===== src/rtl/mem_pkg.sv =====
// Shared definitions for the MEM-stage data-memory access path.
package mem_pkg;

   localparam logic [2:0] F3_B  = 3'b000;
   localparam logic [2:0] F3_H  = 3'b001;
   localparam logic [2:0] F3_W  = 3'b010;
   localparam logic [2:0] F3_BU = 3'b100;
   localparam logic [2:0] F3_HU = 3'b101;

   typedef enum logic [1:0] {S_IDLE, S_BUSY, S_DONE} memState_t;

endpackage


===== src/rtl/load_align_ext.sv =====
// Selects the addressed byte/half of a raw read word and sign/zero-extends it.
module load_align_ext
   import mem_pkg::*;
(
   input  logic [31:0] rdata,
   input  logic [1:0]  offset,
   input  logic [2:0]  funct3,
   output logic [31:0] result
);

   logic [31:0] shifted;

   always_comb begin
      shifted = rdata >> {offset, 3'b000};
      case (funct3)
         F3_B:    result = {{24{shifted[7]}}, shifted[7:0]};
         F3_BU:   result = {24'b0, shifted[7:0]};
         F3_H:    result = {{16{shifted[15]}}, shifted[15:0]};
         F3_HU:   result = {16'b0, shifted[15:0]};
         default: result = rdata;
      endcase
   end

endmodule


===== src/rtl/mem_access_unit.sv =====
// MEM-stage access unit: runs one req/ack bus transaction per load/store,
// stalls the pipeline while it is outstanding and aborts on timeout.
module mem_access_unit
   import mem_pkg::*;
#(
   parameter int TIMEOUT_CYCLES = 255,
   parameter int CNT_W          = 8
) (
   input  logic        clk_Mem,
   input  logic        rst_n_Mem,
   input  logic        MemRead_in_Mem,
   input  logic        MemWrite_in_Mem,
   input  logic [2:0]  funct3_in_Mem,
   input  logic [31:0] ALU_in_Mem,
   input  logic [31:0] Store_data_in_Mem,
   output logic        bus_req_out,
   output logic        bus_we_out,
   output logic [31:0] bus_addr_out,
   output logic [31:0] bus_wdata_out,
   output logic [3:0]  bus_wstrb_out,
   input  logic        bus_ack_in,
   input  logic [31:0] bus_rdata_in,
   output logic [31:0] DMem_data_out_Mem,
   output logic        stall_out_Mem,
   output logic        misalign_out_Mem,
   output logic        bus_err_out_Mem
);

   memState_t        state, nextState;
   logic [CNT_W-1:0] cnt;
   logic [2:0]       f3Reg;
   logic [1:0]       offReg;
   logic             op, misaligned, accept, timeout;
   logic [3:0]       strbNext;
   logic [31:0]      wdataNext, loadData;

   assign op      = MemRead_in_Mem | MemWrite_in_Mem;
   assign accept  = op & ~misaligned;
   // Expires on the TIMEOUT_CYCLES-th BUSY cycle; an ack in that cycle still wins.
   assign timeout = (cnt >= CNT_W'(TIMEOUT_CYCLES - 1));

   always_comb begin
      case (funct3_in_Mem[1:0])
         2'b01:   misaligned = ALU_in_Mem[0];
         2'b10:   misaligned = (ALU_in_Mem[1:0] != 2'b00);
         default: misaligned = 1'b0;
      endcase
   end

   always_comb begin
      strbNext  = 4'b0000;
      wdataNext = Store_data_in_Mem;
      if (MemWrite_in_Mem) begin
         case (funct3_in_Mem[1:0])
            2'b00: begin
               strbNext  = 4'b0001 << ALU_in_Mem[1:0];
               wdataNext = {4{Store_data_in_Mem[7:0]}};
            end
            2'b01: begin
               strbNext  = 4'b0011 << ALU_in_Mem[1:0];
               wdataNext = {2{Store_data_in_Mem[15:0]}};
            end
            default: strbNext = 4'b1111;
         endcase
      end
   end

   load_align_ext uAlign (
      .rdata  (bus_rdata_in),
      .offset (offReg),
      .funct3 (f3Reg),
      .result (loadData)
   );

   always_ff @(posedge clk_Mem or negedge rst_n_Mem) begin
      if (!rst_n_Mem) state <= S_IDLE;
      else            state <= nextState;
   end

   always_comb begin
      nextState     = state;
      stall_out_Mem = 1'b0;
      case (state)
         S_IDLE: if (accept) begin
            nextState     = S_BUSY;
            stall_out_Mem = 1'b1;
         end
         S_BUSY: begin
            stall_out_Mem = 1'b1;
            if (bus_ack_in || timeout) nextState = S_DONE;
         end
         S_DONE:  nextState = S_IDLE;
         default: nextState = S_IDLE;
      endcase
      // Stall must read low while reset is held, even with an op presented.
      if (!rst_n_Mem) stall_out_Mem = 1'b0;
   end

   always_ff @(posedge clk_Mem or negedge rst_n_Mem) begin
      if (!rst_n_Mem) begin
         cnt               <= '0;
         f3Reg             <= '0;
         offReg            <= '0;
         bus_req_out       <= 1'b0;
         bus_we_out        <= 1'b0;
         bus_addr_out      <= '0;
         bus_wdata_out     <= '0;
         bus_wstrb_out     <= '0;
         DMem_data_out_Mem <= '0;
         misalign_out_Mem  <= 1'b0;
         bus_err_out_Mem   <= 1'b0;
      end else begin
         misalign_out_Mem <= 1'b0;
         bus_err_out_Mem  <= 1'b0;
         case (state)
            S_IDLE: begin
               if (op && misaligned) begin
                  misalign_out_Mem  <= 1'b1;
                  DMem_data_out_Mem <= '0;
               end else if (op) begin
                  bus_req_out   <= 1'b1;
                  bus_we_out    <= MemWrite_in_Mem;
                  bus_addr_out  <= {ALU_in_Mem[31:2], 2'b00};
                  bus_wdata_out <= wdataNext;
                  bus_wstrb_out <= strbNext;
                  f3Reg         <= funct3_in_Mem;
                  offReg        <= ALU_in_Mem[1:0];
               end
            end
            S_BUSY: begin
               if (bus_ack_in) begin
                  bus_req_out       <= 1'b0;
                  DMem_data_out_Mem <= bus_we_out ? 32'b0 : loadData;
               end else if (timeout) begin
                  bus_req_out       <= 1'b0;
                  DMem_data_out_Mem <= '0;
                  bus_err_out_Mem   <= 1'b1;
               end
               if (cnt != '1) cnt <= cnt + 1'b1;
            end
            S_DONE:  cnt <= '0;
            default: ;
         endcase
      end
   end

endmodule


===== config.mk =====
export PLATFORM = sky130hd
export DESIGN_NAME = mem_access_unit
export DESIGN_NICKNAME = d
export VERILOG_FILES = /design/src/rtl/mem_pkg.sv /design/src/rtl/load_align_ext.sv /design/src/rtl/mem_access_unit.sv
export SDC_FILE = /design/constraint.sdc
export NUM_CORES = 1
export LEC_CHECK = 0
export ABC_AREA = 1
export BUFFER_PORTS_ARGS = -buffer_cell sky130_fd_sc_hd__buf_4
export CAP_MARGIN = 10
export CORE_MARGIN = 2
export CORE_UTILIZATION = 30
export CTS_CLUSTER_DIAMETER = 100
export DETAILED_ROUTE_END_ITERATION = 8
export PLACE_DENSITY = 0.59
export REMOVE_ABC_BUFFERS = 1
export SLEW_MARGIN = 20
export SYNTH_ARGS = -nofsm -noshare
export SYNTH_HDL_FRONTEND = slang
export SYNTH_HIERARCHICAL = 1
export SYNTH_SLANG_ARGS = --single-unit

===== constraint.sdc =====
create_clock -name clk_Mem -period 4 [get_ports clk_Mem]
set_input_delay 0.2 -clock clk_Mem [delete_from_list [all_inputs] [get_ports clk_Mem]]
set_output_delay 0.2 -clock clk_Mem [all_outputs]
set_load 0.02 [all_outputs]

# Yosys cells after proc, flatten, opt, wreduce, memory -nomap -nowiden
# Cells that the tools add are included.
[op_classes]
add_sub_neg = 1
n_lt_le_gt_ge = 1
eq_ne = 15
shift = 3
n_mux = 29
bitwise_logic = 4
reduce_logical = 13
[ops]
columns = ["op", "count"]
rows = [
  ["$mux W32", 5],
  ["$pmux W32 S2", 2],
  ["$pmux W32 S4", 1],
  ["$shr A32 B5 Y16", 1],
  ["$pmux W8 S2", 1],
  ["$ne A2 B2 Y1 const B", 6],
  ["$mux W1", 11],
  ["$add A8 B1 Y8 const B", 1],
  ["$ge A8 B8 Y1 const B", 1],
  ["$mux W8", 1],
  ["$ne A8 B8 Y1 const B", 1],
  ["$pmux W4 S2", 1],
  ["$eq A3 B3 Y1 const B", 2],
  ["$pmux W1 S2", 3],
  ["$reduce_and A3 Y1", 2],
  ["$reduce_bool A2 Y1", 3],
  ["$eq A2 B1 Y1 const B", 2],
  ["$eq A2 B2 Y1 const B", 2],
  ["$logic_not A2 Y1", 2],
  ["$mux W2", 2],
  ["$mux W4", 1],
  ["$pmux W2 S2", 1],
  ["$reduce_and A2 Y1", 2],
  ["$reduce_and A4 Y1", 1],
  ["other kinds (10)", 11],
]
[word_totals]
regBits = 117
in_bits = 104
out_inout_bits = 105
wordCells = 78

# Longest topological paths before layout
# Gate-level depths: netlist (run 1).
[depth]
word_depth = 7
ltp_mapped = 12
depth_no_buf = 10

# Cells and area by module
# Netlist (run 1), hierarchy kept.
[modules_own_cells]
columns = ["module", "instances", "cells_each", "area_each_um2", "seq_area_each_um2"]
rows = [
  ["mem_access_unit", 1, 627, 5138.7, 2927.8],
  ["load_align_ext", 1, 194, 878.3, 0.0],
]

# Worst setup path before layout (run 1)
# Ideal clock, no wire load.
[synth_path]
kind = "input-to-output"
startpoint = "input funct3_in_Mem[0]"
endpoint = "output stall_out_Mem"
arrival_time_ns = 1.291
required_ns = 3.800
path_slack_ns = 2.509
stages = 9
n_path_buf = 1
path_cell_list = "inv_1 -> ha_1 -> inv_1 -> nor2_2 -> nand2_1 -> nand2_1 -> nor2_4 -> buf_2 -> o21a_1"
[synth_between]
elab_chain_len = 7
word_cells_on_any_way = 8
classes_between = "2 x eq/ne; 4 x mux; 2 x bitwise"
[synth_rtl]
columns = ["item", "line_no", "text"]
rows = [
  ["from (decl)", "mem_access_unit.sv:13", "input logic [2:0] funct3_in_Mem,"],
  ["$eq A2 B2 Y1 / $eq A2 B1 Y1 (equally long branches)", "mem_access_unit.sv:43", "case (funct3_in_Mem[1:0])"],
  ["$pmux W1 S2 *", "mem_access_unit.sv:43", ""],
  ["$not A1 Y1 *", "mem_access_unit.sv:38", "assign accept = op & ~misaligned;"],
  ["$and A1 B1 Y1 *", "mem_access_unit.sv:38", ""],
  ["$mux W1 *", "mem_access_unit.sv:84", "S_IDLE: if (accept) begin"],
  ["$pmux W1 S2 *", "mem_access_unit.sv:83", "case (state)"],
  ["$mux W1 *", "mem_access_unit.sv:96", "if (!rst_n_Mem) stall_out_Mem = 1'b0;"],
  ["to (decl)", "mem_access_unit.sv:24", "output logic stall_out_Mem,"],
]
# Every way passes the cells marked *; elsewhere a longest branch is shown, timed or not.

# Final worst setup path (run 1)
[layout_path]
startpoint = "input funct3_in_Mem[1]"
endpoint = "output stall_out_Mem"
# Same word-level chain as after synthesis.

==> results of run 1 <==
==> flip-flops by register name (all words and copies together), names as in the netlist <==
register	cells
DMem_data_out_Mem	32
bus_wdata_out	32
bus_addr_out	30
cnt	8
bus_wstrb_out	4
f3Reg	3
offReg	2
state	2
bus_err_out_Mem	1
bus_req_out	1
bus_we_out	1
misalign_out_Mem	1
==> cells by family after synthesis <==
family / share of synthesized area, %
xor+xnor: 0.291
simple gates: 34.3
compound gates: 7.88
flops: 48.7
buf+inv: 7.55
fa+ha+maj: 1.25
other cells: 0.0623
==> worst paths after layout <==
path / end / slack [ns]
setup / recovery: stall_out_Mem / 1.68
hold / removal: bus_we_out / 0.07
setup reg to reg: DMem_data_out_Mem[20] / 1.92
hold reg to reg: DMem_data_out_Mem[26] / 0.47
max in group asynchronous: bus_wstrb_out[0] / 2.66
min in group asynchronous: DMem_data_out_Mem[17] / 0.33
==> synthesized netlist by cell type (4+ instances only) <==
master / instances / area (um^2)
nand2_1: 427 / 1600
dfrtp_1: 117 / 2930
o21ai_0: 80 / 400
inv_1: 46 / 173
nand3_1: 45 / 225
nor2_1: 26 / 97.6
buf_2: 13 / 65.1
buf_4: 9 / 67.6
buf_6: 9 / 101
ha_1: 6 / 75.1
a21oi_1: 5 / 25.0
clkbuf_1: 5 / 18.8
nor2_4: 4 / 45.0
==> worst max-delay path, delay by kind of cell <==
family	cells	cell delay [ns]
fa+ha+maj	1	0.48
compound gates	1	0.26
simple gates	5	0.48
buf+inv	4	0.66
==> layer usage <==
layer  up-vias  global-route usage [%]  part of all wire [%]
li1       3023                       -                     -
met1      2788                    23.6                    46
met2       205                    26.8                    45
met3        19                    5.58                   7.9
met4         0                    5.25                   1.4
met5         -                       0                     0
==> metrics by stage <==
stage / std cells / worst slack [ns]
after floorplan: 783 / 1.50
after global placement: 1259 / 1.72
after detailed placement: 1259 / 1.68
after CTS: 1332 / 1.67
after global routing: 1332 / 1.48
final: 1332 / 1.68
==> timing repair <==
action | CTS | global route
hold buffers | 41 | 0
setup endpoints to repair | 0 | 0
endpoints found under the hold margin | 80 | 0
==> power groups by stage <==
| stage | combinational [uW] | sequential [uW] | clock [uW] |
|---|---|---|---|
| final | 3070 | 2100 | 1630 |
| after global routing | 3420 | 2180 | 1720 |
| after CTS | 3110 | 2100 | 1670 |
| after detailed placement | 3080 | 2100 | 0 |
| after global placement | 3040 | 2110 | 0 |
| after floorplan | 1220 | 2600 | 0 |
==> area by class of cell <==
class | instances | area share [%]
Clock buffer | 21 | 5.51
Clock inverter | 11 | 1.68
Inverter | 50 | 2.18
Multi-Input combinational cell | 616 | 30.3
Sequential cell | 117 | 33.6
Tap cell | 265 | 3.80
Timing Repair Buffer | 252 | 23.0
==> results by group, run 1 <==
Die
  – Die area: ~21000 um^2
  – Die H: ~150 um
  – Cell Rows: 51
  – # IOs: 209
  – Placeable Area: between 15000 and 20000 um^2
  – Die X: 146 um
  – Starting Density: between 30% and 40%

Clock tree
  – Post-CTS Setup Bufs: 0
  – Clock transition at path regs: about 0.050 ns
  – Root Buffer: clkbuf_16
  – Total CTS buffers: 17
  – Post-CTS sizing: 0
  – # H-tree levels: 4
  – Worst-Skew Late Latency: 0.42 ns
  – Clock Tree Buf Depth: 2
  – Num Clock Sinks: approximately 120
  – CTS tree: yes

GRT
  – Largest net degree at the start of global routing: 69
  – Number of global-route vias before repair: roughly 5700
  – GR Overflow Total: 0
  – Initial antenna violation count: 0
  – First-pass GRT wire length: 29.8 mm
  – Total global-route track usage: between 10% and 20%

Yosys
  – Yosys reg bits: around 120
  – EDFF count, synth: 0
  – Netlist cell types: 32
  – Mapped Cells: between 800 and 900
  – Yosys warning count: 6
  – FFs w/ async S/R, synth: 100%
  – Mean Syn Cell Area: around 7.3 um^2
  – Mapped cell area: roughly 6000 um^2
  – Register area share after synthesis: slightly below 50%
  – Top_reg_cell synth: dfrtp_1

Setup path
  – Crit-path max cell delay: between 0.4 and 0.5 ns
  – CP startpoint: funct3_in_Mem[1]
  – CP most frequent cell: nand2_1
  – CP Data Required Time: roughly 3.8 ns
  – Worst-path fanout max: 60
  – Crit path cell chain: buf_4, inv_1, ha_1, nand2_1, nand2_1, nand2_1, nand2_1, nor2_4, buf_4, o21a_1, buf_4
  – Slowest cell on crit path: ha_1
  – R2r worst-path depth: 7
  – Critical path class: primary input to output pin
  – CP Capture Type: output pin
  – Worst R2R Start: f3Reg[1]
  – Startpoint types: primary input
  – Critical path data arrival time: about 2.1 ns

Power
  – NetSw: 2890 uW
  – Cell-internal power: 3910 uW
  – Combinational Power Share: 45.2%
  – Register share of total power: a little under a third
  – Switching fraction of total power: roughly 42%
  – Clk network pwr share: between 20% and 30%
  – Total power: between 6000 and 7000 uW
  – Static leakage: 0.00477 uW
  – Max VDD drop: between 0.3 and 0.4 mV
  – Pwr/cell area: about 780 nW/um^2

Final layout
  – Multi-input logic area: between 2000 and 3000 um^2
  – Filler Cell Count: 2014
  – Diode count: 0
  – Post-route cell area: 8720 um^2
  – Core Util, Final: 44.5%
  – Layout area overhead: 45.0%
  – Most frequent cells in the layout: 427 x nand2_1, 210 x buf_4, 117 x dfrtp_1
  – Storage element area: just under 3000 um^2
  – Most common cell after layout, fill and taps aside: nand2_1
  – Ratio of cells with drive above 1 in the final layout: between 20% and 30%
  – Layout Nets: ~1200

Status
  – Status: completed

Hold path
  – Hold depth: 3
  – Hold path start: MemWrite_in_Mem
  – Worst hold path type: primary input to flop

STA
  – Hold_ws: 0.0719 ns
  – Clock period minus worst slack: around 2.3 ns
  – Least-Margin Pin Slew: 0.992 ns
  – Rel. slew slack: 33.9%
  – RSZ-0062 raised after global routing: no
  – Setup violators final: 0
  – Layout Skew: a little under 0.007 ns
  – Highest clock rate: around 430 MHz
  – Final Max Slew Viols: 0
  – Setup TNS: 0 ns
  – Final Hold Viols: 0
  – Fin crit share: 57.9%

Route
  – WL/cell: ~14 um
  – Routed vias/inst: between 4 and 5
  – Post-DRT Antenna Nets: 0
  – Drt total wl: approximately 18 mm
  – Via Count: roughly 6000
  – Pre-antenna DRT Iters: 4
  – Residual DRC count: 0
  – Initial DRC count: 380

Placed design
  – Placed Area: just under 8000 um^2
  – Hpwl dp: around 13 mm
  – I/O Buffers: 206
  – Routability cong.: around 0.86

Flow run
  – Total of max-cap violations: 0
Power figures use the tool's default switching activity.
==> run 2, diff against run 1 <==
- PLACE_DENSITY: 0.59 -> 0.6
- clock period: 4 -> 2 ns (I/O delays scaled with it)
==> results by group, run 2 (same netlist as run 1, synthesis figures left out) <==
Route
  – Pre-antenna DRT Iters: 5 (+1)
  – WL/cell: 13.8 um (+0.67%)
  – Initial DRC count: 310 (-18%)
  – Post-DRT Antenna Nets: 0 (unchanged)
  – Residual DRC count: 0 (unchanged)
  – Via Count: 6071 (+0.60%)
  – Routed vias/inst: 4.48 (-1.2%)
  – Drt total wl: 18.8 mm (+2.5%)

Final layout
  – Most common cell after layout, fill and taps aside: nand2_1
  – Most frequent cells in the layout: 427 x nand2_1, 219 x buf_4, 117 x dfrtp_1
  – Storage element area: 2930 um^2 (unchanged)
  – Biggest regs: DMem_data_out_Mem x32, bus_wdata_out x32, bus_addr_out x30
  – Layout Nets: 1188 (+2.1%)
  – Diode count: 0 (unchanged)
  – Filler Cell Count: 2003 (-0.55%)
  – Post-route cell area: 8930 um^2 (+2.3%)
  – Ratio of cells with drive above 1 in the final layout: 24.9% (+0.56 points)
  – Core Util, Final: 45.6% (+1.0 points)
  – Multi-input logic area: 2640 um^2 (unchanged)
  – Layout area overhead: 48.4%

STA
  – Setup violators final: 0 (unchanged)
  – Final Hold Viols: 0 (unchanged)
  – PnR worst setup slack: 0.0776 ns (-1.61 ns)
  – Layout Skew: 0.00839 ns (+0.00160 ns)
  – Least-Margin Pin Slew: 0.553 ns (-0.438 ns)
  – Rel. slew slack: 63.0% (+29 points)
  – RSZ-0062 raised after global routing: no
  – Fin crit share: 96.1%
  – Clock period minus worst slack: between 1.5 and 2 ns
  – Highest clock rate: 520 MHz
  – Final Max Slew Viols: 0 (unchanged)
  – Setup TNS: 0 ns (unchanged)

Setup path
  – Startpoint types: primary input
  – CP Capture Type: output pin
  – Critical path class: primary input to output pin
  – Critical path data arrival time: 1.82 ns (-0.30 ns)
  – Worst-path fanout max: 60 (unchanged)
  – CP Data Required Time: 1.90 ns (-1.90 ns)

Placed design
  – I/O Buffers: 206 (unchanged)
  – Routability cong.: 0.872 (+0.96%)
  – Placed Area: 7820 um^2 (+1.7%)
  – Setup Slack @ Placement: 0.316 ns (-1.37 ns)
  – Hpwl dp: 13.0 mm (+3.3%)

Clock tree
  – # H-tree levels: 4 (unchanged)
  – Worst-Skew Late Latency: 0.41 ns (about the same)
  – Root Buffer: clkbuf_16
  – CTS tree: yes
  – Post-CTS sizing: 0 (unchanged)
  – Num Clock Sinks: 117 (unchanged)
  – Clock transition at path regs: 0.06 ns (about the same)
  – Clock Tree Buf Depth: 2 (unchanged)
  – Total CTS buffers: 17 (unchanged)

GRT
  – Total global-route track usage: 17.8% (+0.33 points)
  – GR Overflow Total: 0 (unchanged)
  – Number of global-route vias before repair: 5802 (+1.1%)
  – Largest net degree at the start of global routing: 83 (+20%)
  – First-pass GRT wire length: 30.4 mm (+2.0%)
  – Initial antenna violation count: 0 (unchanged)

Power
  – Pwr/cell area: 1520 nW/um^2 (+95%)
  – Max VDD drop: 0.927 mV (+150%)
  – Total power: 13600 uW (+100%)
  – Static leakage: 0.00486 uW (+1.9%)

Die
  – Cell Rows: 51 (unchanged)
  – Starting Density: 30.7% (unchanged)
  – Die X: 146 um (unchanged)
  – Die area: 21200 um^2 (unchanged)
  – # IOs: 209 (unchanged)
  – Placeable Area: 19600 um^2 (unchanged)
  – Die H: 146 um (unchanged)

Status
  – Status: completed

Hold path
  – Worst hold path type: primary input to flop

Flow run
  – Total of max-cap violations: 0 (unchanged)
## run 2: path summary, 6_finish.rpt
check / start / endpoint / slack [ns] / cells after the start
min reg2reg: DMem_data_out_Mem[16] / DMem_data_out_Mem[16] / 0.47 / 2
min: bus_rdata_in[7] / DMem_data_out_Mem[7] / 0.007 / 5
max in group asynchronous: rst_n_Mem / DMem_data_out_Mem[13] / 1.32 / 3
max: MemWrite_in_Mem / stall_out_Mem / 0.08 / 9
max reg2reg: cnt[0] / DMem_data_out_Mem[2] / 0.33 / 10
min in group asynchronous: rst_n_Mem / DMem_data_out_Mem[22] / 0.33 / 3
## run 2: power breakdown
part / switching [uW] / total, uW / leakage, uW / internal (uW)
clock: 1160 / 2990 / 0.000272 / 1820
sequential: 658 / 4060 / 0.00150 / 3400
combinational: 4040 / 6530 / 0.00309 / 2490
total: 5860 / 13600 / 0.00486 / 7720
## run 2: area by class of cell
class / instances / share of cell area, %
inverter: 50 / 2.13
timing repair buffer: 276 / 25.3
multi-input combinational: 616 / 29.6
sequential: 117 / 32.8
tap: 265 / 3.71
clock inverter: 12 / 1.30
clock buffer: 20 / 5.23
## run 2: what timing repair did
action                                  CTS  global route
endpoints found under the hold margin   173             0
setup buffers                             0             0
hold buffers                             53             0
endpoints found under the setup margin    0             0
## run 2: critical path, stage by stage
cell	delay (ns)
dlygate4sd3_1	0.55
buf_4	0.17
nor2_1	0.15
clkinv_1	0.11
nand2_1	0.11
nor2_4	0.05
buf_12	0.20
o21a_1	0.21
buf_4	0.16
## run 2: routing by layer
| layer | track usage, % | part of all wire (%) |
|---|---|---|
| met2 | 29.0 | 47 |
| met1 | 22.9 | 45 |
| met3 | 6.08 | 7.4 |
| met5 | 0 | 0 |
| met4 | 4.31 | 1.2 |
## run 2: per-stage QoR
step | hold WS, ns | cells
2_1_floorplan | -0.196 | 783
3_3_place_gp | 0.229 | 1271
3_5_place_dp | 0.228 | 1271
4_1_cts | 0.0000974 | 1356
5_1_grt | 0.0133 | 1356
6_report | 0.00743 | 1356
==> run 3, diff against run 2 <==
- SYNTH_HIERARCHICAL: 1 -> unset
==> results by group, run 3 <==
Hold path
  – Hold path endpoint: DMem_data_out_Mem[2]
  – Hold depth: 4 (-1)
  – Worst hold path type: primary input to flop
  – Hold path start: bus_rdata_in[2]

Yosys
  – Yosys reg bits: 117 (unchanged)
  – Post-synth top cells: 398 x nand2_1, 117 x dfrtp_1, 68 x o21ai_0, 53 x inv_1, 35 x nand3_1
  – Cell with the most instances after synthesis: nand2_1
  – Netlist cell types: 32 (unchanged)
  – Mapped Cells: 809 (-1.5%)
  – Yosys warning count: 0 (-6)
  – Mean Syn Cell Area: 7.39 um^2 (+0.85%)
  – Top cell type's share of synthesized area: 49.0% (+0.31 points)
  – EDFF count, synth: 0 (unchanged)
  – Synth top area cells: dfrtp_1 49%, nand2_1 25%, o21ai_0 5.7%
  – Top_reg_cell synth: dfrtp_1
  – Register area share after synthesis: 49.0% (+0.31 points)
  – Mapped cell area: 5980 um^2 (-0.62%)
  – Largest area contributor in the netlist: dfrtp_1
  – FFs w/ async S/R, synth: 100% (unchanged)

Setup path
  – Cell family with most CP delay: buffers and inverters
  – Slowest cell on crit path: dlygate4sd3_1
  – Crit path buf inv count: 4 (-1)
  – Critical path class: primary input to output pin
  – Crit path cell chain: dlygate4sd3_1, buf_4, nor2_1, nor2_2, nand2_1, nand2_2, nor2_4, buf_12, o21a_1, buf_4
  – CP Data Required Time: 1.90 ns (about the same)
  – CP startpoint: ALU_in_Mem[1]
  – Crit-path max cell delay: 0.54 ns (about the same)
  – Worst R2R Start: cnt[0]
  – Startpoint types: primary input
  – Critical R2R Capture: DMem_data_out_Mem[20]
  – Critical path data arrival time: 1.77 ns (-0.05 ns)
  – Worst-path fanout max: 17 (-72%)
  – R2r worst-path depth: 10 (unchanged)
  – R2r setup slk: 0.33 ns (about the same)
  – Critical path depth: 10 (+1)
  – CP most frequent cell: buf_4
  – CP Capture Type: output pin

Die
  – Die H: 145 um (-0.30%)
  – Starting Density: 30.6% (-0.092 points)
  – Die X: 145 um (-0.30%)
  – Cell Rows: 51 (unchanged)
  – # IOs: 209 (unchanged)
  – Placeable Area: 19500 um^2 (-0.33%)
  – Die area: 21100 um^2 (-0.60%)

Route
  – Residual DRC count: 0 (unchanged)
  – Via Count: 6088 (+0.28%)
  – Initial DRC count: 311 (+0.32%)
  – WL/cell: 14.2 um (+2.8%)
  – Post-DRT Antenna Nets: 0 (unchanged)
  – Routed vias/inst: 4.50 (+0.58%)
  – Pre-antenna DRT Iters: 4 (-1)
  – Drt total wl: 19.2 mm (+2.5%)

STA
  – RSZ-0062 raised after global routing: no
  – Rel. slew slack: 63.0% (about the same)
  – Clock period minus worst slack: 1.87 ns (-0.0529 ns)
  – Least-Margin Pin Slew: 0.555 ns (+0.00186 ns)
  – Final Hold Viols: 0 (unchanged)
  – Hold_ws: 0.0175 ns (+0.0101 ns)
  – Setup violators final: 0 (unchanged)
  – Final Max Slew Viols: 0 (unchanged)
  – Highest clock rate: 535 MHz (+2.8%)
  – Setup TNS: 0 ns (unchanged)
  – Fin crit share: 93.5% (-2.6 points)
  – Layout Skew: 0.00787 ns (-0.000521 ns)

Final layout
  – Layout Nets: 1185 (-0.25%)
  – Filler Cell Count: 2019 (+0.80%)
  – Storage element area: 2930 um^2 (unchanged)
  – Layout area overhead: 50.1%
  – Most common cell after layout, fill and taps aside: nand2_1
  – Core Util, Final: 46.0% (+0.39 points)
  – Non-filler cells in the finished layout: 1352 (-0.29%)
  – Biggest regs: DMem_data_out_Mem x32, bus_wdata_out x32, bus_addr_out x30
  – Ratio of cells with drive above 1 in the final layout: 25.8% (+0.83 points)
  – Diode count: 0 (unchanged)
  – Multi-input logic area: 2600 um^2 (-1.5%)
  – Most frequent cells in the layout: 398 x nand2_1, 222 x buf_4, 117 x dfrtp_1
  – Post-route cell area: 8970 um^2 (+0.52%)

Clock tree
  – Clock Tree Buf Depth: 2 (unchanged)
  – Num Clock Sinks: 117 (unchanged)
  – Worst-Skew Late Latency: 0.42 ns (about the same)
  – # H-tree levels: 4 (unchanged)
  – Post-CTS sizing: 0 (unchanged)
  – CTS tree: yes
  – Root Buffer: clkbuf_16
  – Total CTS buffers: 17 (unchanged)
  – Clock transition at path regs: 0.05 ns (about the same)

GRT
  – First-pass GRT wire length: 30.6 mm (+0.63%)
  – Number of global-route vias before repair: 5942 (+2.4%)
  – GR Overflow Total: 0 (unchanged)
  – Initial antenna violation count: 0 (unchanged)
  – Total global-route track usage: 18.0% (+0.25 points)
  – Largest net degree at the start of global routing: 75 (-9.6%)

Status
  – Status: completed

Flow run
  – Total of max-cap violations: 0 (unchanged)

Placed design
  – I/O Buffers: 206 (unchanged)
  – Routability cong.: 0.872 (unchanged)
  – Hpwl dp: 13.1 mm (+1.2%)
  – Placed Area: 7820 um^2 (about the same)
  – Inst Count DP: 1263 (-0.63%)

Power
  – Max VDD drop: 0.927 mV (about the same)
  – Static leakage: 0.00489 uW (+0.63%)
  – Pwr/cell area: 1510 nW/um^2 (-0.69%)
==> run 3: through the flow <==
stage / setup WS (ns) / power, uW
after floorplan: -0.234 / 7580
after global placement: 0.375 / 10400
after detailed placement: 0.321 / 10500
after CTS: 0.0195 / 13500
after global routing: 0.0134 / 14500
final: 0.130 / 13600
==> run 3: layout make-up <==
| class | instances | share of cell area, % |
|---|---|---|
| clock inverters | 9 | 0.878 |
| clock buffers | 22 | 5.28 |
| flip-flops and latches | 117 | 32.6 |
| well taps | 265 | 3.69 |
| repair buffers | 282 | 26.0 |
| inverters | 59 | 2.50 |
| multi-input cells | 598 | 29.0 |
==> run 3: report_power, final <==
group | total (uW) | leakage [uW] | switching [uW] | internal (uW)
clock | 2880 | 0.000272 | 1090 | 1790
sequential | 4060 | 0.00150 | 653 | 3410
combinational | 6610 | 0.00312 | 4030 | 2580
total | 13600 | 0.00489 | 5780 | 7770
==> run 3: worst max path at each step <==
stage	slack, ns	endpoint
after CTS	0.02	stall_out_Mem
after global placement	0.38	stall_out_Mem
final	0.13	stall_out_Mem
after floorplan	-0.23	bus_wdata_out[10]
after detailed placement	0.32	stall_out_Mem
after global routing	0.01	stall_out_Mem
==> run 3: kinds of logic after synthesis <==
| group | share of synthesized area (%) |
|---|---|
| flip-flops | 49.0 |
| AO/OA/AOI/OAI | 8.89 |
| XOR/XNOR | 0.440 |
| other | 0.0627 |
| AND/OR/NAND/NOR | 32.8 |
| adder cells (fa/ha/maj) | 1.26 |
| buffers and inverters | 7.60 |
==> run 3: layer usage <==
| layer | routed length [um] | vias to the layer above | track usage, % |
|---|---|---|---|
| li1 | - | 3054 | - |
| met1 | 8470 | 2823 | 23.2 |
| met2 | 8990 | 185 | 29.0 |
| met3 | 1320 | 26 | 5.28 |
| met4 | 451 | 0 | 6.37 |
| met5 | 0 | - | 0 |
==> run 3: repair_timing <==
item / 4_1_cts / 5_1_grt
setup endpoints to repair: 0 / 1
buffers inserted: 0 / 2
hold buffers: 54 / 0
hold endpoints to repair: 174 / 0
==> run 3: worst reg2reg max path, delay by kind of cell, from the launching register on <==
kind / cells / cell delay, ns
adders and majority gates: 1 / 0.20
buffers and inverters: 2 / 0.42
DFF: 1 / 0.37
and+or+nand+nor: 7 / 0.63
